File: src/rtl/uart_cmd_ctrl.sv
`default_nettype none
// ============================================================================
// uart_cmd_ctrl: decodes UART bytes into clamped circle/colour updates that are
// committed at frame end, and echoes accepted commands back through a FIFO.
// Revision: 1.0
// ============================================================================
module uart_cmd_ctrl #(
    parameter int WIDTH      = 640,
    parameter int HEIGHT     = 480,
    parameter int RADIUS     = 100,
    parameter int STEP       = 1,
    parameter int FIFO_DEPTH = 4
) (
    input  logic        clk,
    input  logic        rst_n,
    input  logic [7:0]  rx_data,
    input  logic        rx_receive,
    input  logic        end_of_frame,
    input  logic        tx_idle,
    output logic [7:0]  tx_data,
    output logic        tx_transmit,
    output logic [15:0] circle_x,
    output logic [15:0] circle_y,
    output logic [11:0] color,
    output logic        drop_flag
);

    localparam int AW = $clog2(FIFO_DEPTH);
    localparam logic signed [16:0] X_MIN = 17'(RADIUS);
    localparam logic signed [16:0] X_MAX = 17'(WIDTH - 1 - RADIUS);
    localparam logic signed [16:0] Y_MIN = 17'(RADIUS);
    localparam logic signed [16:0] Y_MAX = 17'(HEIGHT - 1 - RADIUS);
    localparam logic signed [16:0] STEP_S = 17'(STEP);
    localparam logic [15:0] X_INIT = 16'(WIDTH / 2);
    localparam logic [15:0] Y_INIT = 16'(HEIGHT / 2);

    localparam logic [1:0] S_IDLE      = 2'd0;
    localparam logic [1:0] S_SEND      = 2'd1;
    localparam logic [1:0] S_WAIT_BUSY = 2'd2;
    localparam logic [1:0] S_WAIT_DONE = 2'd3;

    logic [15:0]        pend_x, pend_y;
    logic [11:0]        pend_col;
    logic               cmd_ok, set_col;
    logic [7:0]         echo;
    logic [11:0]        new_col;
    logic signed [16:0] dx, dy, sum_x, sum_y, next_x, next_y;

    always_comb begin
        cmd_ok  = 1'b1;
        set_col = 1'b0;
        echo    = 8'h00;
        new_col = 12'hfff;
        dx      = '0;
        dy      = '0;
        case (rx_data)
            8'h77:   begin dy = -STEP_S; echo = 8'h57; end
            8'h73:   begin dy =  STEP_S; echo = 8'h53; end
            8'h61:   begin dx = -STEP_S; echo = 8'h41; end
            8'h64:   begin dx =  STEP_S; echo = 8'h44; end
            8'h63:   begin set_col = 1'b1; new_col = 12'h0ff; echo = 8'h43; end
            8'h6d:   begin set_col = 1'b1; new_col = 12'hf0f; echo = 8'h4d; end
            8'h79:   begin set_col = 1'b1; new_col = 12'hff0; echo = 8'h59; end
            8'h20:   begin set_col = 1'b1; new_col = 12'hfff; echo = 8'h5a; end
            default: cmd_ok = 1'b0;
        endcase
    end

    // Signed 17-bit sum so that a step below zero saturates instead of wrapping.
    always_comb begin
        sum_x  = $signed({1'b0, pend_x}) + dx;
        sum_y  = $signed({1'b0, pend_y}) + dy;
        next_x = (sum_x < X_MIN) ? X_MIN : (sum_x > X_MAX) ? X_MAX : sum_x;
        next_y = (sum_y < Y_MIN) ? Y_MIN : (sum_y > Y_MAX) ? Y_MAX : sum_y;
    end

    always_ff @(posedge clk or negedge rst_n) begin
        if (!rst_n) begin
            pend_x   <= X_INIT;
            pend_y   <= Y_INIT;
            pend_col <= 12'hfff;
            circle_x <= X_INIT;
            circle_y <= Y_INIT;
            color    <= 12'hfff;
        end else begin
            if (rx_receive && cmd_ok) begin
                pend_x <= next_x[15:0];
                pend_y <= next_y[15:0];
                if (set_col) pend_col <= new_col;
            end
            if (end_of_frame) begin
                circle_x <= pend_x;
                circle_y <= pend_y;
                color    <= pend_col;
            end
        end
    end

    logic [7:0]  fifo_mem [FIFO_DEPTH];
    logic [AW:0] wr_ptr, rd_ptr;
    logic        fifo_empty, fifo_full, push, pop;
    logic [1:0]  state, state_nxt;
    logic [3:0]  busy_cnt;

    assign fifo_empty = (wr_ptr == rd_ptr);
    assign fifo_full  = (wr_ptr[AW] != rd_ptr[AW]) && (wr_ptr[AW-1:0] == rd_ptr[AW-1:0]);
    assign push       = rx_receive && cmd_ok;

    always_ff @(posedge clk or negedge rst_n) begin
        if (!rst_n) begin
            wr_ptr    <= '0;
            rd_ptr    <= '0;
            drop_flag <= 1'b0;
            tx_data   <= 8'h00;
        end else begin
            if (push && (!fifo_full || pop)) begin
                fifo_mem[wr_ptr[AW-1:0]] <= echo;
                wr_ptr <= wr_ptr + 1'b1;
            end else if (push) begin
                drop_flag <= 1'b1;
            end
            if (pop) begin
                tx_data <= fifo_mem[rd_ptr[AW-1:0]];
                rd_ptr  <= rd_ptr + 1'b1;
            end
        end
    end

    always_ff @(posedge clk or negedge rst_n) begin
        if (!rst_n) begin
            state    <= S_IDLE;
            busy_cnt <= '0;
        end else begin
            state    <= state_nxt;
            busy_cnt <= (state == S_WAIT_BUSY) ? busy_cnt + 1'b1 : 4'd0;
        end
    end

    // A transmitter that never reports busy is assumed to have sent the byte.
    always_comb begin
        state_nxt = state;
        case (state)
            S_IDLE:      if (!fifo_empty && tx_idle) state_nxt = S_SEND;
            S_SEND:      state_nxt = S_WAIT_BUSY;
            S_WAIT_BUSY: if (!tx_idle) state_nxt = S_WAIT_DONE;
                         else if (busy_cnt == 4'd15) state_nxt = S_IDLE;
            S_WAIT_DONE: if (tx_idle) state_nxt = S_IDLE;
            default:     state_nxt = S_IDLE;
        endcase
    end

    always_comb begin
        tx_transmit = (state == S_SEND);
        pop         = (state == S_IDLE) && !fifo_empty && tx_idle;
    end

endmodule
`default_nettype wire
File: config.mk
export PLATFORM = sky130hd
export DESIGN_NAME = uart_cmd_ctrl
export DESIGN_NICKNAME = d
export VERILOG_FILES = /design/src/rtl/uart_cmd_ctrl.sv
export SDC_FILE = /design/constraint.sdc
export NUM_CORES = 1
export LEC_CHECK = 0
export BUFFER_PORTS_ARGS = -buffer_cell sky130_fd_sc_hd__clkbuf_2
export CELL_PAD_IN_SITES_DETAIL_PLACEMENT = 0
export CELL_PAD_IN_SITES_GLOBAL_PLACEMENT = 2
export CORE_MARGIN = 2
export CORE_UTILIZATION = 39
export DETAILED_ROUTE_END_ITERATION = 10
export PLACE_DENSITY_LB_ADDON = 0.25
export SYNTH_ARGS = -nofsm -noshare
export SYNTH_HDL_FRONTEND = slang
export SYNTH_SLANG_ARGS = --single-unit
File: constraint.sdc
create_clock -name clk -period 3.7 [get_ports clk]
set_input_delay 0.555 -clock clk [delete_from_list [all_inputs] [get_ports clk]]
set_output_delay 0.555 -clock clk [all_outputs]
set_load 0.03 [all_outputs]
==> results_dict.tcl, run 1 <==
set metrics [dict create \
    grt_pass1_wl_um 27000 \
    synth_top_family_by_area "compound AO/OA/AOI/OAI gates" \
    fin_area_mm2 0.00860 \
    async_reset_ff_share_pct 78.8 \
    die_h_um 136 \
    final-setup-viol-count 0 \
    synth_simple_gate_area_share_pct 13.8 \
    gp_congestion 0.884 \
    cp-end-kind "flip-flop" \
    skew_ps 9.27 \
    max-cap-violations 0 \
    die_w_um 136 \
    slew_viol_final 0 \
    clk_latency_ps 410 \
    grt_usage_pct 18.7 \
    start_kind "input pin" \
    ys.flop_type "dfrtp_1" \
    fmax_ghz 0.292 \
    antenna_left 0 \
    clock_sinks 113 \
    dp.final_hpwl_um 12500 \
    cp_max_fo 8 \
    grt_max_degree 57 \
    slew-limit-headroom_pct 33.6 \
    path_class "in -> reg" \
    leakage_nw 4.11 \
    rsz0062_at_grt "false" \
    synth.area.mux_share_pct 9.45 \
    worst_hold_path_type "in -> async" \
    coreArea_mm2 0.0171 \
    initial_core_util_pct 39.4 \
    final-hold-violation-count 0 \
    synth_cell_types 82 \
    ys_ff_latch 113 \
    rr_startpoint "pend_x[0]" \
    netlist_area_mm2 0.00675 \
    worst_pin_slew_ps 996 \
    path_clk_slew_ps 60 \
    io_buffers 64 \
    synthCells 621 \
    finalSetupTns_ps 0 \
    wl_um 16400 \
    numCtsBuffers 17 \
    via_per_inst 5.35 \
    instances_no_fill 1011 \
    drive_above_1_share_pct 37.3 \
    cts_root_buf "clkbuf_16" \
    postCtsSetupBuffers 0 \
    peakVddDrop_v 0.000355 \
    synth_area_per_cell_um2 10.9 \
    cp_data_arrival_time_ps 3780 \
    outcome "complete, no violations" \
    antenna_found_initial 0 \
    pre_cts_slack_ps -216 \
    period_minus_slack_ps 3430 \
    max_stage_delay_ps 540 \
    design.die.area_mm2 0.0184 \
    remaining_drc_errors 0 \
    fin_util_pct 50.2 \
    wl_per_cell_um 16.2 \
    post_dp_cell_area_mm2 0.00801 \
    synth-edff-count 24 \
    finalNetCount 826 \
    yosys_warnings 0 \
    antenna_cells 0 \
    vias 5412 \
    ys_seq_area_share_pct 44.0 \
    crit_family "simple AND/OR/NAND/NOR gates" \
    clockBufferDepth 2 \
    worstPathRequired_ps 4050 \
    placementRows 48 \
    power_density_mw_per_mm2 495 \
    synthXorXnorAreaFrac_pct 3.11 \
    placed_cells 979 \
    tritoncts "built" \
    startpoint "rx_data[7]" \
    period_share_pct 92.7 \
    grt_pass1_vias 5430 \
    synth-compound-area-share_pct 17.5 \
    pin_count 67 \
    synth_fa_ha_area_share_pct 7.64 \
    drtIter0Drc 287 \
    crit_chain "clkbuf_2 > nand4b_1 > and3b_2 > o21bai_1 > ha_1 > fa_1 > a211oi_2 > o21ai_1 > and3_1 > nor3_1 > o32ai_1 > or4b_1 > buf_4 > nor2b_2 > o32a_1" \
    grt-ovfl-total 0 \
    cts_max_level 4 \
    drt-pass1-iter-count 6 \
    cp_num_buf_inv 2 \
    finalWorstSetupSlack_ps 271 \
    crit_slowest_cell "or4b_1" \
    area_growth_pct 27.4 \
]
-- cells in the mapped netlist (7+ instances only) --
library cell	number	area [um2]
a211oi_1	9	67.6
a21o_1	15	113
a21oi_1	24	120
a31oi_1	9	56.3
and2_1	20	125
and3_1	13	81.3
buf_2	7	35.0
buf_4	13	97.6
clkbuf_1	18	67.6
dfrtp_1	71	1780
dfstp_2	18	473
edfxtp_1	24	721
ha_1	38	475
inv_1	21	78.8
mux2_2	42	473
nand2_1	34	128
nand2b_1	7	43.8
nand3_1	7	35.0
nand4_1	7	43.8
nor2_1	45	169
nor3_1	8	40.0
o21ai_0	20	100
o31ai_1	8	60.1
xnor2_1	13	114
xor2_1	11	96.3
-- placed cells by master (no fill, tap or decap), drive strengths merged, types with 18 or more instances in the layout --
| cell | count |
|---|---|
| inv | 26 |
| and2 | 20 |
| mux2 | 42 |
| o21ai | 26 |
| nand2 | 34 |
| nor2 | 46 |
| edfxtp | 24 |
| buf | 109 |
| a21oi | 25 |
| dfstp | 18 |
| clkbuf | 81 |
| dfrtp | 71 |
| ha | 38 |
-- path summary, 6_finish.rpt --
kind,to,slack [ps],cells past startpoint
setup / recovery,pend_x[2],270,15
setup reg to reg,pend_x[2],700,11
min in group clk,pend_col[7],400,2
hold / removal,circle_y[3],90,1
hold reg to reg,busy_cnt[0],470,1
max in group asynchronous,pend_y[14],2520,2
-- state kept, by name, indices dropped and copies added (netlist names) --
signal	flops
fifo_mem	24
circle_x	16
busy_cnt	4
drop_flag	1
pend_y	16
color	3
state	2
wr_ptr	3
tx_data	6
rd_ptr	3
pend_col	3
pend_x	16
circle_y	16
-- where the power goes --
group,total [mW],internal [mW],switching (mW),leakage [nW]
Clock,1.61,1.00,0.613,0.277
Combinational,1.01,0.432,0.577,2.47
Sequential,1.63,1.46,0.170,1.35
-- kinds of logic after synthesis --
kind of cell               after synthesis
and+or+nand+nor                        174
AOI/OAI and AO/OA                      157
DFF                                    113
buffers and inverters                   61
muxes                                   51
adders and majority gates               40
xor gates and xnor gates                24
other                                    1
-- metal layers --
layer,track usage (%),routed length [um],vias to the layer above
li1,-,-,2625
met1,24.4,7560,2650
met2,31.5,8060,116
met3,3.29,503,21
met4,6.71,255,0
met5,0,0,-
-- layout make-up --
class                      count  area (um2)
inverter                      21        78.8
sequential                   113        2970
multi-input combinational    448        3510
timing repair buffer         172        1170
tap                          225         282
clock buffer                  18         429
fill                        1592        8520
clock inverter                14         155
-- repair_timing --
action                     4_1_cts  5_1_grt
setup endpoints to repair        0        7
gates resized for setup          0        2
hold buffers                     0        0
-- stage by stage --
step / hold slack [ps] / power [mW]
2_1_floorplan: 259 / 2.36
3_5_place_dp: 471 / 2.67
5_1_grt: 112 / 4.48
6_report: 86.8 / 4.26
3_3_place_gp: 445 / 2.65
4_1_cts: 97.0 / 4.31
No activity file was read; power rests on OpenSTA's default activity.
==> inputs of run 2 (changes only) <==
--- a/config.mk
+++ b/config.mk
@@ -7,9 +7,9 @@
 export LEC_CHECK = 0
 export BUFFER_PORTS_ARGS = -buffer_cell sky130_fd_sc_hd__clkbuf_2
 export CELL_PAD_IN_SITES_DETAIL_PLACEMENT = 0
-export CELL_PAD_IN_SITES_GLOBAL_PLACEMENT = 2
+export CELL_PAD_IN_SITES_GLOBAL_PLACEMENT = 1
 export CORE_MARGIN = 2
-export CORE_UTILIZATION = 39
+export CORE_UTILIZATION = 48
 export DETAILED_ROUTE_END_ITERATION = 10
 export PLACE_DENSITY_LB_ADDON = 0.25
 export SYNTH_ARGS = -nofsm -noshare
==> run 2 against run 1 <==
Net effect: cell area shrank 1.8%; largest power group unchanged; via count shrank 1.2%; global-route usage grew 4.4 points; highest routed layer unchanged.
==> results_dict.tcl, run 2 (synthesis results as in run 1) <==
set metrics [dict create \
    cp_num_buf_inv 2 \
    via_per_inst 5.58 \
    postCtsSetupBuffers 0 \
    die_h_um 123 \
    area_growth_pct 25.1 \
    wl_per_cell_um 16.6 \
    largest_reg_flops 24 \
    cp-end-kind "flip-flop" \
    drive_above_1_share_pct 36.6 \
    cts_root_buf "clkbuf_16" \
    crit_slowest_cell "fa_1" \
    start_kind "input pin" \
    grt-ovfl-total 0 \
    period_share_pct 95.5 \
    drtIter0Drc 283 \
    grt_usage_pct 23.1 \
    leakage_nw 4.05 \
    clockBufferDepth 2 \
    worstPathRequired_ps 4000 \
    remaining_drc_errors 0 \
    worst_hold_path_type "in -> async" \
    clock_sinks 113 \
    initial_core_util_pct 48.8 \
    period_minus_slack_ps 3530 \
    vias 5348 \
    path_class "in -> reg" \
    pre_cts_slack_ps -261 \
    path_clk_slew_ps 60 \
    peakVddDrop_v 0.000270 \
    antenna_left 0 \
    grt_pass1_vias 5338 \
    crit_chain "clkbuf_2 > nand4b_1 > and3b_2 > o21bai_1 > ha_1 > fa_1 > a21oi_1 > o22a_1 > o21ai_0 > xnor2_1 > o2111ai_1 > nor3_1 > and3b_1 > buf_4 > o31ai_1" \
    pin_count 67 \
    grt_pass1_wl_um 26700 \
    slew-limit-headroom_pct 35.8 \
    wl_um 15900 \
    antenna_found_initial 0 \
    layout_common_cells "buf_4 (101), dfrtp_1 (71), clkbuf_2 (63)" \
    coreArea_mm2 0.0138 \
    hold_buffers 0 \
    dp.final_hpwl_um 11900 \
    max_stage_delay_ps 440 \
    finalWorstSetupSlack_ps 168 \
    crit_family "simple AND/OR/NAND/NOR gates" \
    finalNetCount 819 \
    outcome "complete, no violations" \
    finalSetupTns_ps 0 \
    cp_max_fo 6 \
    drt-pass1-iter-count 5 \
    worst_pin_slew_ps 964 \
    die_w_um 123 \
    numCtsBuffers 17 \
    final_common_cell "buf_4" \
    placementRows 43 \
    power_density_mw_per_mm2 495 \
    instances_no_fill 959 \
    rsz0062_at_grt "false" \
    io_buffers 64 \
    clk_latency_ps 420 \
    final-setup-viol-count 0 \
    placed_cells 927 \
    skew_ps 10.3 \
    final-hold-violation-count 0 \
    gp_congestion 0.904 \
    antenna_cells 0 \
    fmax_ghz 0.283 \
    max-cap-violations 0 \
    grt_max_degree 57 \
    slew_viol_final 0 \
    design.die.area_mm2 0.0150 \
    tritoncts "built" \
    cp_data_arrival_time_ps 3830 \
    cts_max_level 4 \
]
run 2: per-stage QoR:
stage                     instance area (um2)  power, mW  hold WS [ps]  util, %
after floorplan                          6780       2.36           259        -
after global placement                   7880       2.63           444     57.0
after detailed placement                 7880       2.66           470     57.0
after CTS                                8440       4.22          90.1     61.0
after global routing                     8440       4.40           109     61.0
final                                    8440       4.18          96.7     61.0
run 2: final timing paths:
path / slack, ps / depth (start not counted) / endpoint / start
max: 170 / 15 / pend_x[0] / rx_data[5]
min: 100 / 1 / tx_data[6] / rst_n
max reg2reg: 610 / 11 / pend_x[0] / pend_x[0]
min reg2reg: 470 / 1 / busy_cnt[0] / busy_cnt[0]
max in group asynchronous: 2500 / 2 / circle_x[11] / rst_n
min in group clk: 410 / 2 / pend_col[7] / rx_receive
run 2: layout make-up:
class	count	area [um2]
clock inverters	14	131
well taps	180	225
inverters	21	78.8
clock buffers	18	429
repair buffers	165	1090
fillers	1116	5390
multi-input cells	448	3510
flip-flops and latches	113	2970
run 2: power breakdown:
part	switching [mW]	internal, mW	total, mW	leakage, nW
sequential	0.168	1.46	1.63	1.35
clock	0.607	0.928	1.54	0.265
combinational	0.574	0.437	1.01	2.43
run 2: metal layers:
metal	vias to the layer above	track usage [%]	share of wire (%)
met1	2606	30.4	46
met4	0	7.26	1.8
li1	2604	-	-
met3	24	5.72	3.8
met5	-	0	0
met2	114	37.7	48
run 2: repair_timing:
item,4_1_cts,5_1_grt
gates resized for setup,0,1
hold endpoints to repair,0,0
endpoints found under the setup margin,0,7
==> inputs of run 3 (changes only) <==
--- a/config.mk
+++ b/config.mk
@@ -6,10 +6,8 @@
 export NUM_CORES = 1
 export LEC_CHECK = 0
 export BUFFER_PORTS_ARGS = -buffer_cell sky130_fd_sc_hd__clkbuf_2
-export CELL_PAD_IN_SITES_DETAIL_PLACEMENT = 0
-export CELL_PAD_IN_SITES_GLOBAL_PLACEMENT = 1
 export CORE_MARGIN = 2
-export CORE_UTILIZATION = 48
+export CORE_UTILIZATION = 55
 export DETAILED_ROUTE_END_ITERATION = 10
 export PLACE_DENSITY_LB_ADDON = 0.25
 export SYNTH_ARGS = -nofsm -noshare
==> run 3 against run 2 <==
Net effect: utilization rose by 8.3 points; non-clock buffer count down 14; first-iteration DRC count up 7.8%; highest routed layer unchanged.
==> results_dict.tcl, run 3 (synthesis results as in run 1) <==
set metrics [dict create \
    max_stage_delay_ps 540 \
    area_growth_pct 23.4 \
    fin_util_pct 69.3 \
    postCtsSetupBuffers 0 \
    grt_max_degree 66 \
    placementRows 40 \
    start_kind "input pin" \
    worst_pin_slew_ps 968 \
    finalNetCount 805 \
    met2_usage_pct 43.8 \
    remaining_drc_errors 0 \
    drt-pass1-iter-count 5 \
    grt-ovfl-total 0 \
    largest_reg_flops 24 \
    coreArea_mm2 0.0120 \
    antenna_found_initial 0 \
    rsz0062_at_grt "false" \
    grt_usage_pct 25.4 \
    cp-end-kind "flip-flop" \
    cts_root_buf "clkbuf_16" \
    grt_pass1_wl_um 26100 \
    vias 5434 \
    drive_above_1_share_pct 35.6 \
    die_h_um 115 \
    outcome "complete, no violations" \
    period_share_pct 94.3 \
    cp_data_arrival_time_ps 3790 \
    num-fill-cells 889 \
    busiest_layer "met2" \
    numCtsBuffers 17 \
    initial_core_util_pct 56.2 \
    final_common_cell "buf_4" \
    fin_area_mm2 0.00833 \
    antenna_left 0 \
    slew-limit-headroom_pct 35.5 \
    die_w_um 115 \
    power_density_mw_per_mm2 510 \
    clockBufferDepth 2 \
    layout_common_cells "buf_4 (85), dfrtp_1 (71), clkbuf_2 (63)" \
    tritoncts "built" \
    regArea_mm2 0.00297 \
    wl_um 15800 \
    crit_chain "clkbuf_2 > nand4b_1 > nor2b_1 > and3_4 > ha_4 > a21o_1 > o21bai_4 > mux2i_1 > or4_1 > or4_4 > nor3_4 > nor2_2 > a221o_1" \
    io_buffers 64 \
    final-hold-violation-count 0 \
    finalSetupTns_ps 0 \
    worstPathRequired_ps 4000 \
    fmax_ghz 0.287 \
    period_minus_slack_ps 3490 \
    design.die.area_mm2 0.0132 \
    skew_ps 11.1 \
    slew_viol_final 0 \
    crit_slowest_cell "or4_1" \
    multi_input_area_mm2 0.00351 \
    clk_latency_ps 420 \
    cts_max_level 4 \
    clock_sinks 113 \
    crit_family "simple AND/OR/NAND/NOR gates" \
    whs_ps 27.4 \
    cp_max_fo 10 \
    leakage_nw 4.00 \
    max-cap-violations 0 \
    via_per_inst 5.96 \
    wl_per_cell_um 17.3 \
    reg2reg_depth 11 \
    grt_pass1_vias 5470 \
    post_dp_cell_area_mm2 0.00775 \
    grt_util_met1_pct 31.4 \
    path_clk_slew_ps 60 \
    worst_hold_path_type "in -> async" \
    peakVddDrop_v 0.000327 \
    hold_buffers 0 \
    dp.final_hpwl_um 11600 \
    grt_util_met3_pct 4.59 \
    cp_num_buf_inv 1 \
    crit_cells 13 \
    drtIter0Drc 305 \
    final-setup-viol-count 0 \
    post_cts_resized 0 \
    antenna_cells 0 \
    pin_count 67 \
    gp_congestion 0.898 \
    path_class "in -> reg" \
]
run 3: cell types whose count changed in the layout (fill, tap and decap cells not counted), sizes merged:
| cell | previous run | this run |
|---|---|---|
| clkinv | 6 | 3 |
| clkbuf | 81 | 80 |
| buf | 102 | 88 |
| inv | 25 | 29 |
run 3: stage by stage:
step           total power [mW]  cells  setup WS [ps]
4_1_cts                    4.27    912            238
3_3_place_gp               2.62    880           -132
3_5_place_dp               2.67    880           -188
2_1_floorplan              2.36    622           -150
5_1_grt                    4.45    912           38.9
6_report                   4.25    912            210
run 3: power breakdown:
group | internal, mW | switching [mW] | total [mW]
clock network | 0.943 | 0.652 | 1.60
logic | 0.434 | 0.583 | 1.02
registers | 1.46 | 0.175 | 1.64
total | 2.84 | 1.41 | 4.25
run 3: cell type report:
type                            count  area share, %
Tap cell                          147           2.21
Clock buffer                       17           5.11
Inverter                           21          0.946
Multi-Input combinational cell    448           42.1
Timing Repair Buffer              151           12.2
Sequential cell                   113           35.7
Clock inverter                     15           1.80
run 3: routing by layer:
metal  vias to the layer above  wire [um]
li1                       2570          -
met3                        37        590
met5                         -          0
met1                      2681       6790
met4                         0        404
met2                       146       8020
run 3: path summary, 6_finish.rpt:
path                        startpoint           to  slack [ps]
max                         rx_data[7]    pend_y[1]         210
min                              rst_n   tx_data[3]          30
max reg2reg                  pend_x[0]    pend_x[5]         610
min reg2reg                busy_cnt[0]  busy_cnt[0]         500
max in group asynchronous        rst_n  circle_x[9]        2520
min in group clk            rx_receive  pend_col[7]         400
run 3: worst register-to-register path: stages (launching register included):
cell,delay [ps]
dfrtp_1,400
ha_1,240
fa_1,420
a211oi_1,320
o21ai_1,150
and3_1,200
buf_4,140
o21a_1,160
o32ai_1,180
nor3_1,120
and3b_1,280
o32a_1,350
